==> src/rtl/karatsuba_pp_gen_16bit.sv <==
// Karatsuba partial-product generator for one GF(2) 16x16 level: lo, hi and mid
// products computed in turn on one shared bit-serial carry-less multiplier.
//
// state     | meaning
// ----------+-----------------------------------------------------------
// S_IDLE    | waiting for an operand pair (in_ready high)
// S_MUL_LO  | accumulating clmul(aL, bL), one bit of bL per cycle
// S_MUL_HI  | accumulating clmul(aH, bH)
// S_MUL_MID | accumulating clmul(aL^aH, bL^bH), folded with lo and hi
// S_DONE    | partial products valid, held until out_ready
module karatsuba_pp_gen_16bit #(
  parameter int n = 16
) (
  input  logic         clk,
  input  logic         rst,
  input  logic         in_valid,
  output logic         in_ready,
  input  logic [n-1:0] a_in,
  input  logic [n-1:0] b_in,
  output logic         out_valid,
  input  logic         out_ready,
  output logic [n-2:0] pp_lo,
  output logic [n-2:0] pp_mid,
  output logic [n-2:0] pp_hi
);

  localparam int H  = n / 2;
  localparam int CW = (H > 1) ? $clog2(H) : 1;

  typedef enum logic [2:0] {
    S_IDLE    = 3'd0,
    S_MUL_LO  = 3'd1,
    S_MUL_HI  = 3'd2,
    S_MUL_MID = 3'd3,
    S_DONE    = 3'd4
  } state_t;

  state_t         r_state;
  state_t         w_state_next;
  logic [n-1:0]   r_a;
  logic [n-1:0]   r_b;
  logic [n-2:0]   r_acc;
  logic [CW-1:0]  r_cnt;
  logic [n-2:0]   r_pp_lo;
  logic [n-2:0]   r_pp_mid;
  logic [n-2:0]   r_pp_hi;

  logic [H-1:0]   w_x;
  logic [H-1:0]   w_y;
  logic [n-2:0]   w_x_ext;
  logic [n-2:0]   w_term;
  logic [n-2:0]   w_acc_next;
  logic           w_last;

  // Operand selection for the shared multiplier, driven by the current phase.
  always_comb begin
    w_x = r_a[H-1:0];
    w_y = r_b[H-1:0];
    case (r_state)
      S_MUL_HI: begin
        w_x = r_a[n-1:H];
        w_y = r_b[n-1:H];
      end
      S_MUL_MID: begin
        w_x = r_a[H-1:0] ^ r_a[n-1:H];
        w_y = r_b[H-1:0] ^ r_b[n-1:H];
      end
      default: ;
    endcase
  end

  assign w_x_ext    = {{(n-1-H){1'b0}}, w_x};
  assign w_term     = w_y[r_cnt] ? (w_x_ext << r_cnt) : '0;
  assign w_acc_next = r_acc ^ w_term;
  assign w_last     = (r_cnt == CW'(H-1));

  always_ff @(posedge clk) begin
    if (rst) r_state <= S_IDLE;
    else     r_state <= w_state_next;
  end

  always_comb begin
    w_state_next = r_state;
    case (r_state)
      S_IDLE:    if (in_valid)  w_state_next = S_MUL_LO;
      S_MUL_LO:  if (w_last)    w_state_next = S_MUL_HI;
      S_MUL_HI:  if (w_last)    w_state_next = S_MUL_MID;
      S_MUL_MID: if (w_last)    w_state_next = S_DONE;
      S_DONE:    if (out_ready) w_state_next = S_IDLE;
      default:                  w_state_next = S_IDLE;
    endcase
  end

  always_ff @(posedge clk) begin
    if (rst) begin
      r_a      <= '0;
      r_b      <= '0;
      r_acc    <= '0;
      r_cnt    <= '0;
      r_pp_lo  <= '0;
      r_pp_mid <= '0;
      r_pp_hi  <= '0;
    end else begin
      case (r_state)
        S_IDLE: begin
          if (in_valid) begin
            r_a   <= a_in;
            r_b   <= b_in;
            r_acc <= '0;
            r_cnt <= '0;
          end
        end
        S_MUL_LO, S_MUL_HI, S_MUL_MID: begin
          if (w_last) begin
            r_acc <= '0;
            r_cnt <= '0;
            // mid folds in lo and hi so the overlap stage needs no extra XORs
            if (r_state == S_MUL_LO)      r_pp_lo  <= w_acc_next;
            else if (r_state == S_MUL_HI) r_pp_hi  <= w_acc_next;
            else                          r_pp_mid <= w_acc_next ^ r_pp_lo ^ r_pp_hi;
          end else begin
            r_acc <= w_acc_next;
            r_cnt <= r_cnt + CW'(1);
          end
        end
        default: ;
      endcase
    end
  end

  assign in_ready  = (r_state == S_IDLE);
  assign out_valid = (r_state == S_DONE);
  assign pp_lo     = r_pp_lo;
  assign pp_mid    = r_pp_mid;
  assign pp_hi     = r_pp_hi;

endmodule

==> config.mk <==
export PLATFORM = sky130hd
export DESIGN_NAME = karatsuba_pp_gen_16bit
export DESIGN_NICKNAME = d
export VERILOG_FILES = /design/src/rtl/karatsuba_pp_gen_16bit.sv
export SDC_FILE = /design/constraint.sdc
export NUM_CORES = 1
export LEC_CHECK = 0
export ABC_AREA = 1
export BUFFER_PORTS_ARGS = -buffer_cell sky130_fd_sc_hd__clkbuf_2
export CAP_MARGIN = 20
export CORE_ASPECT_RATIO = 1.4
export CORE_MARGIN = 5
export CORE_UTILIZATION = 40
export DETAILED_ROUTE_END_ITERATION = 6
export PLACE_DENSITY = 0.65
export SLEW_MARGIN = 20
export SYNTH_ARGS = -nofsm -noshare
export SYNTH_HDL_FRONTEND = slang
export SYNTH_SLANG_ARGS = --single-unit
==> constraint.sdc <==
create_clock -name clk -period 3.6 [get_ports clk]
set_clock_uncertainty 0.05 [all_clocks]
set_input_delay 0.72 -clock clk [delete_from_list [all_inputs] [get_ports clk]]
set_output_delay 0.72 -clock clk [all_outputs]
set_load 0.02 [all_outputs]
**Word level (Yosys, flattened, before mapping)**

Index checks and enable logic that the tools add are counted.

- Bits in registers: 98
- Latch bits: 0
- Memory bits (writable): 0
- Bits in read-only memories: 0
- Output and inout bits: 47
- Logic and storage cells: 54
- Memories: 0

- $add $sub $neg: 1
- Multiply operators: 0
- Div/mod/pow operators: 0
- Magnitude comparators: 1
- Equality and inequality tests: 10
- Shift operators: 1
- Multiplexer cells: 17
- Bitwise logic cells: 7
- Reductions and logical operators: 9

Operators by type and width:

| operator | count |
|---|---|
| 15-bit 2-to-1 mux | 3 |
| 15-bit bitwise XOR | 3 |
| 8-bit one-hot mux with 2 select lines | 2 |
| 15-bit one-hot mux with 2 select lines | 1 |
| 3-bit 2-to-1 mux | 7 |
| 8-bit bitwise XOR | 2 |
| 3-bit one-hot mux with 5 select lines | 1 |
| 8-bit by 3-bit << shifter with 15-bit output | 1 |
| 2-bit != test (second input constant) | 4 |
| 4-bit AND reduction | 2 |
| 3-bit by 2-bit equality test with 1-bit output (second input constant) | 2 |
| 3-bit equality test (second input constant) | 2 |
| 3-bit one-hot mux with 2 select lines | 1 |
| 5-bit AND reduction | 1 |
| 3-bit by 4-bit < comparator with 1-bit output (second input constant) | 1 |
| 2-bit AND reduction | 2 |
| 3-bit by 1-bit adder with 3-bit output (second input constant) | 1 |
| 1-bit binary-select mux with 3-bit select | 1 |
| 3-bit by 1-bit equality test with 1-bit output (second input constant) | 1 |
| 3-bit logical NOT | 1 |
| 3-bit AND reduction | 1 |
| 3-bit OR reduction | 1 |
| 2-bit by 1-bit != test with 1-bit output (second input constant) | 1 |
| 1-bit inverter | 2 |
| other kinds (2) | 2 |

**Longest topological paths before layout**

Gate-level depths: netlist (run 1).

- Word-level depth: 8
- Depth in mapped cells: 18
- Gate-level depth less buffers: 17

**Worst setup path before layout (run 1)**

OpenSTA, ideal clock, no wires.

- Kind: register to register
- From: register r_state[2]
- To: register r_acc[6]
- Data arrival time: 1.715 ns
- Data required time: 3.418 ns
- Setup slack: 1.703 ns
- Cell stages (with the launch flop): 10
- Buffers on the path: 1
- Clock period less this slack: 1.897 ns
- Cells stage by stage: dfxtp_1 > inv_2 > nand2_1 > nor2_1 > nand2_1 > nand2_1 > clkinv_1 > clkbuf_1 > nand2_1 > a21oi_1

- Elaborated cells on any way between the ends: 17
- Those cells by class: eq/ne: 4; shift: 1; mux: 7; bitwise: 1; reduce/logical: 4

RTL lines:

| element | line | text |
|---|---|---|
| from (decl) | 38 | `state_t r_state;` |
| from (signal assigned) | 79 | `else r_state <= w_state_next;` |
| 3-bit logical NOT (*) | - |  |
| via in_ready | 17 | `output logic in_ready,` |
| 2-bit != test (no source line) / 2-bit nonzero test (equally long branches) | - |  |
| 2-bit AND reduction (no source line) | - |  |
| to (signal assigned) | 122 | `r_acc <= w_acc_next;` |
| to (decl) | 42 | `logic [n-2:0] r_acc;` |

The timed path passes the listed nets; every way through them passes the cells marked *. The select of a mux whose other input is x is not followed.
A chain may end at the register's enable or synchronous reset.

**Worst setup path in the final report (run 1)**

- From: register r_state[1]
- To: register r_pp_hi[7], in the netlist pp_hi[7]

- Longest elaborated chain between the ends: 6
- Elaborated cells on any way between the ends: 13
- Those cells by class: eq/ne: 3; shift: 1; mux: 5; bitwise: 2; reduce/logical: 2

RTL lines:

| element | line | text |
|---|---|---|
| 3-bit by 2-bit equality test with 1-bit output, on equally long branches | 59, 104, 119 |  |
| 8-bit one-hot mux with 2 select lines | 59 | `case (r_state)` |
| 1-bit binary-select mux with 3-bit select | 73 | `assign w_term = w_y[r_cnt] ? (w_x_ext << r_cnt) : '0;` |
| 1-bit 2-to-1 mux (not written as such) | 73 |  |
| 15-bit 2-to-1 mux | 73 |  |
| 15-bit bitwise XOR | 74 | `assign w_acc_next = r_acc ^ w_term;` |
| to (signal assigned) | 119 | `else if (r_state == S_MUL_HI) r_pp_hi <= w_acc_next;` |
| to (decl) | 46 | `logic [n-2:0] r_pp_hi;` |

Parallel ways exist; a longest one is shown, timed or not. The select of a mux whose other input is x is not followed.

==> flow_summary.ini, run 1 <==
[run_status]
status = finished clean

[setup_path]
cp.arrival_ps = 2850
path_class = flop to flop
path_max_fanout = 22
cp.required_ps = 3790
worstSetupEndpointType = flop
worstReg2RegStart = r_state[1]
rr_endpoint = pp_hi[7]
r2r_slack_ps = 950
crit_path_start_kind = flop
rr_worst_depth = 13

[synth]
synth.most_common_cell = nand2_1
ys_seq_area_share_pct = 36.8
synthTopCellsByArea = dfxtp_1, nand2_1, nand3_1, inv_1, o21ai_0
synth_seq_cells = 98
syn_avg_cell_area_um2 = 6.69
synth_edf_count = 0
ys_warn_count = 0
synth_common_cells = nand2_1, nand3_1, inv_1, dfxtp_1, o21ai_0
synth_ff_type = dfxtp_1
netlist_area_um2 = 5330
ys_async_sr_fraction_pct = 0
synth.distinct_cells = 35
synth.top_cell.area_share_pct = 36.8
syn_inst = 797
syn-num-nets = 835
yosysTopAreaCell = dfxtp_1

[min_path]
min_from = r_acc[3]
holdPathEnd = r_acc[3]
min_path_type = flop to flop
hold-path-cell-count = 2

[timing]
slew-limit-headroom_pct = 52.1
period_minus_slack_ps = 2650
finalCritPeriodShare_pct = 73.6
fmax_mhz = 377
slew_viol_final = 0
hold_violations = 0
setup_slack_ps = 949
worst_pin_slew_ps = 710
setup_viol = 0
rsz0062_at_grt = false
setup_tns_ps = 0

[global_route]
grt_max_degree = 64
grt.overflow.total = 0
antenna_found_initial = 0
track_usage_pct = 18.5
grt_first_pass_wirelength_mm = 23.8
grt_pass1_vias = 5044

[die]
num_rows = 50
ios = 83
die_area_um2 = 15800
die_h_um = 147
core-area_um2 = 13200
initial_core_util_pct = 40.4
die_x_um = 108

[place]
hpwlAfterDp_mm = 10.2
gp_congestion = 0.872
post-place-ws_ps = 939
portBuffers = 82

[detailed_routing]
wl_per_cell_um = 13.3
dr.pass1.iters = 5
ant_nets = 0
drt_iter0_drc = 299
num_vias = 5266
drt_drc_violations_left = 0
routed_via_density = 5.03
drt-total-wl_mm = 13.9

[power]
vdd_ir_drop_max_mv = 0.248
p_per_area_nw_per_um2 = 600
p_leak_nw = 2.90

[clocking]
numCtsBuffers = 9
ctsHoldBuffers = 0
postCtsSetupBuffers = 0
clk_latency_ps = 350
cts.clk_slew.worst_paths_ps = 70
cts_htree_levels = 3
cts_tree = done
clock-sinks = 98
clk_path_buf_depth = 2
ctsResizeCount = 0
cts-root-buf = clkbuf_16

[cells_and_area]
fill_cells = 1387
nets = 897
layout-drive-gt1-share_pct = 15.4
area_delta_synth_final_pct = 14.6
utilization_pct = 46.3
antenna_cells = 0

[run]
max_cap_violations = 0
-- registers in the layout (all words and copies together), names as in the netlist --
name,cells
pp_mid,15
r_cnt,3
r_acc,15
pp_hi,15
r_b,16
r_state,3
r_a,16
pp_lo,15
-- placed cells by master, fill, tap and decap left out, types with 14 or more instances in the layout --
cell type | netlist | final
a21oi_1 | 53 | 53
clkbuf_2 | 1 | 82
dfxtp_1 | 98 | 98
inv_1 | 111 | 110
nand2_1 | 175 | 174
nand3_1 | 121 | 121
nand4_1 | 16 | 16
nor2_1 | 32 | 31
o211ai_1 | 16 | 16
o21ai_0 | 54 | 54
xor2_1 | 14 | 14
-- metrics by stage --
step	hold slack, ps	std cells	cell area [um2]	power (mW)
after floorplan	394	797	5330	2.49
after global placement	413	1030	5840	2.76
after detailed placement	417	1030	5840	2.78
after CTS	428	1046	6110	3.69
after global routing	442	1046	6110	3.95
final	427	1046	6110	3.66
-- critical path, cell delays in order (launching register included) --
cell and delay, ps:
dfxtp_1 530, nand2_1 150, nor2_4 400, nand3_1 140, nand4_1 130, nand3_2 100
nand2_4 130, nand2_2 80, nand2_2 310, nand3_1 150, nand2_1 130, nand3_1 80
o211ai_1 110, inv_2 40
-- cell type report --
cell class / instances / area [um2] / area share (%)
well taps: 182 / 228 / 3.73
multi-input cells: 537 / 2710 / 44.3
clock inverters: 4 / 26.3 / 0.430
flip-flops and latches: 98 / 1960 / 32.1
repair buffers: 92 / 485 / 7.95
clock buffers: 12 / 246 / 4.03
inverters: 121 / 454 / 7.43
-- metal layers --
layer / part of all wire (%) / vias up / global-route usage (%) / routed length (um)
li1: - / 2727 / - / -
met1: 43 / 2398 / 22.1 / 6010
met2: 50 / 111 / 32.2 / 7030
met3: 3.5 / 30 / 2.52 / 491
met4: 2.8 / 0 / 9.22 / 383
met5: 0 / - / 0 / 0
-- cell families (layout without fill, tap and decap cells) --
| logic type | count (synthesis) | in the layout | synth area share (%) |
|---|---|---|---|
| buffers and inverters | 162 | 229 | 12.5 |
| AND/OR/NAND/NOR | 365 | 365 | 31.0 |
| XOR/XNOR | 16 | 16 | 2.63 |
| flip-flops | 98 | 98 | 36.8 |
| AO/OA/AOI/OAI | 154 | 154 | 16.6 |
| adder cells (fa/ha/maj) | 2 | 2 | 0.469 |
-- power breakdown --
group | switching (mW) | internal [mW] | total [mW] | leakage [nW]
Sequential | 0.135 | 1.23 | 1.36 | 0.797
Clock | 0.415 | 0.488 | 0.903 | 0.133
Combinational | 0.985 | 0.410 | 1.40 | 1.97
Total | 1.54 | 2.13 | 3.66 | 2.90
-- worst max path at each step --
stage	end	slack (ps)	startpoint	cells after the start
after global placement	pp_mid[10]	1040	r_state[1]	15
after detailed placement	pp_hi[7]	940	r_state[1]	13
final	pp_hi[7]	950	r_state[1]	13
after global routing	pp_mid[7]	630	r_state[1]	13
after floorplan	r_acc[6]	1700	r_state[2]	9
after CTS	pp_hi[7]	930	r_state[1]	13
Note: power is estimated with default switching activity, not from simulation.
==> run 2: changes to the inputs <==
--- a/config.mk
+++ b/config.mk
@@ -12,7 +12,7 @@
 export CORE_MARGIN = 5
 export CORE_UTILIZATION = 40
 export DETAILED_ROUTE_END_ITERATION = 6
-export PLACE_DENSITY = 0.65
+export PLACE_DENSITY = 0.67
 export SLEW_MARGIN = 20
 export SYNTH_ARGS = -nofsm -noshare
 export SYNTH_HDL_FRONTEND = slang
==> constraint.sdc (replaced) <==
create_clock -name clk -period 2.1 [get_ports clk]
set_clock_uncertainty 0.05 [all_clocks]
set_input_delay 0.42 -clock clk [delete_from_list [all_inputs] [get_ports clk]]
set_output_delay 0.42 -clock clk [all_outputs]
set_load 0.02 [all_outputs]
==> flow_summary.ini, run 2 (same netlist as run 1, synthesis figures left out) <==
[run_status]
status = finished clean

[cells_and_area]
layout-drive-gt1-share_pct = 23.7
layoutNonFillerInstCount = 1076
area_delta_synth_final_pct = 24.6
final_cell_mix = nand2_1, nand3_1, inv_1
fill_cells = 1345
antenna_cells = 0
final_common_cell = nand2_1
reg.largest.list = r_a: 16 flops, r_b: 16 flops
nets = 927

[detailed_routing]
ant_nets = 0
routed_via_density = 4.97
wl_per_cell_um = 13.2
drt-total-wl_mm = 14.3
num_vias = 5346
dr.pass1.iters = 5
drt_drc_violations_left = 0
drt_iter0_drc = 238

[place]
gp_congestion = 0.887
dp_cells = 1058
hpwlAfterDp_mm = 10.4
portBuffers = 82

[global_route]
grt_pass1_vias = 5148
grt_max_degree = 36
grt.overflow.total = 0
grt_first_pass_wirelength_mm = 23.5
antenna_found_initial = 0
track_usage_pct = 18.2

[setup_path]
cp.required_ps = 2300
crit_path_start_kind = flop
rr_endpoint = pp_mid[13]
path_max_fanout = 6
path_cells = buf_4, inv_2, nor2_4, buf_6, nand2_1, nand4_1, nand3_2, nand2_4, nand2_2, buf_4, o21ai_2, nand2_2, nand2_1, nand2_1, o21bai_1, inv_1
worstReg2RegStart = r_state[1]
cp.arrival_ps = 2230
worstSetupEndpointType = flop
path_class = flop to flop
rr_worst_depth = 16
cp_common_cell = nand2_1
r2r_slack_ps = 70
cpMaxStageDelayCell = dfxtp_4
cp_slowest_stage_delay_ps = 380

[min_path]
min_path_type = input pin to flop
min_from = b_in[2]
holdPathEnd = r_b[2]
hold-path-cell-count = 3

[timing]
rsz0062_at_grt = true
finalCritPeriodShare_pct = 96.8
holdWs_ps = 246
slew-limit-headroom_pct = 55.1
hold_violations = 0
fmax_mhz = 492
setup_viol = 0
period_minus_slack_ps = 2030
setup_tns_ps = 0
worst_pin_slew_ps = 666
slew_viol_final = 0

[die]
ios = 83
core-area_um2 = 13200
initial_core_util_pct = 40.4
num_rows = 50
die_area_um2 = 15800
die_h_um = 147
die_x_um = 108

[power]
p_per_area_nw_per_um2 = 1070
vdd_ir_drop_max_mv = 0.583
fin_total_pwr_mw = 7.13
p_leak_nw = 3.11

[clocking]
cts_tree = done
cts-root-buf = clkbuf_16
numCtsBuffers = 9
cts_htree_levels = 3
clock-sinks = 98
cts.clk_slew.worst_paths_ps = 70
clk_latency_ps = 350
ctsHoldBuffers = 0
clk_path_buf_depth = 2

[run]
max_cap_violations = 0
## run 2: changes by cell type in the layout (fill, tap and decap cells not counted), moves of 4 or more
cell     change
nand2_1     -23
buf_4       +20
nand2_2     +21
o21ai_0      -8
nand3_2     +12
buf_12       +7
a21oi_2      +4
a21oi_1      -4
nand3_1     -12
o21ai_1      +5
## run 2: per-layer routing
| metal | routed length [um] | GRT usage [%] |
|---|---|---|
| met3 | 633 | 3.14 |
| met1 | 5960 | 20.9 |
| met2 | 7390 | 33.3 |
| met4 | 269 | 6.25 |
| met5 | 0 | 0 |
## run 2: timing repair
action | in CTS | in global routing
buffers inserted | 0 | 2
pin swaps | 0 | 8
hold endpoints to repair | 0 | 0
resized for setup | 5 | 59
setup endpoints to repair | 39 | 58
## run 2: worst max-delay path by stage
stage          cells past startpoint          to       start  slack (ps)
2_1_floorplan                      9    r_acc[6]  r_state[2]         200
3_3_place_gp                      15   pp_mid[3]  r_state[1]        -100
3_5_place_dp                      15   pp_mid[3]  r_state[1]        -120
4_1_cts                           15   pp_mid[5]  r_state[1]          20
5_1_grt                           15   pp_mid[3]  r_state[0]        -110
6_report                          16  pp_mid[13]  r_state[1]          70
## run 2: power breakdown
group          switching (mW)  total (mW)  internal, mW
clock network           0.756        1.72         0.968
logic                    1.91        3.06          1.15
registers               0.229        2.34          2.12
## run 2: final cells by class
type	count	area (um2)	share of cell area, %
Multi-Input combinational cell	537	2870	43.2
Sequential cell	98	1970	29.7
Timing Repair Buffer	122	810	12.2
Inverter	121	457	6.88
Clock buffer	10	239	3.60
Tap cell	182	228	3.43
Clock inverter	6	68.8	1.04
## run 2: metrics by stage
step / area, um2 / utilization, % / setup WS (ps)
after floorplan: 5330 / - / 203
after global placement: 6130 / 46.5 / -97.6
after CTS: 6450 / 48.9 / 23.2
after detailed placement: 6130 / 46.5 / -121
final: 6640 / 50.3 / 67.3
after global routing: 6640 / 50.3 / -106
## run 2: worst max-delay path, delay by kind of cell, from the launching register on
kind | cells | cell delay, ps
and+or+nand+nor | 9 | 750
DFF | 1 | 380
buffers and inverters | 5 | 490
AOI/OAI and AO/OA | 2 | 250
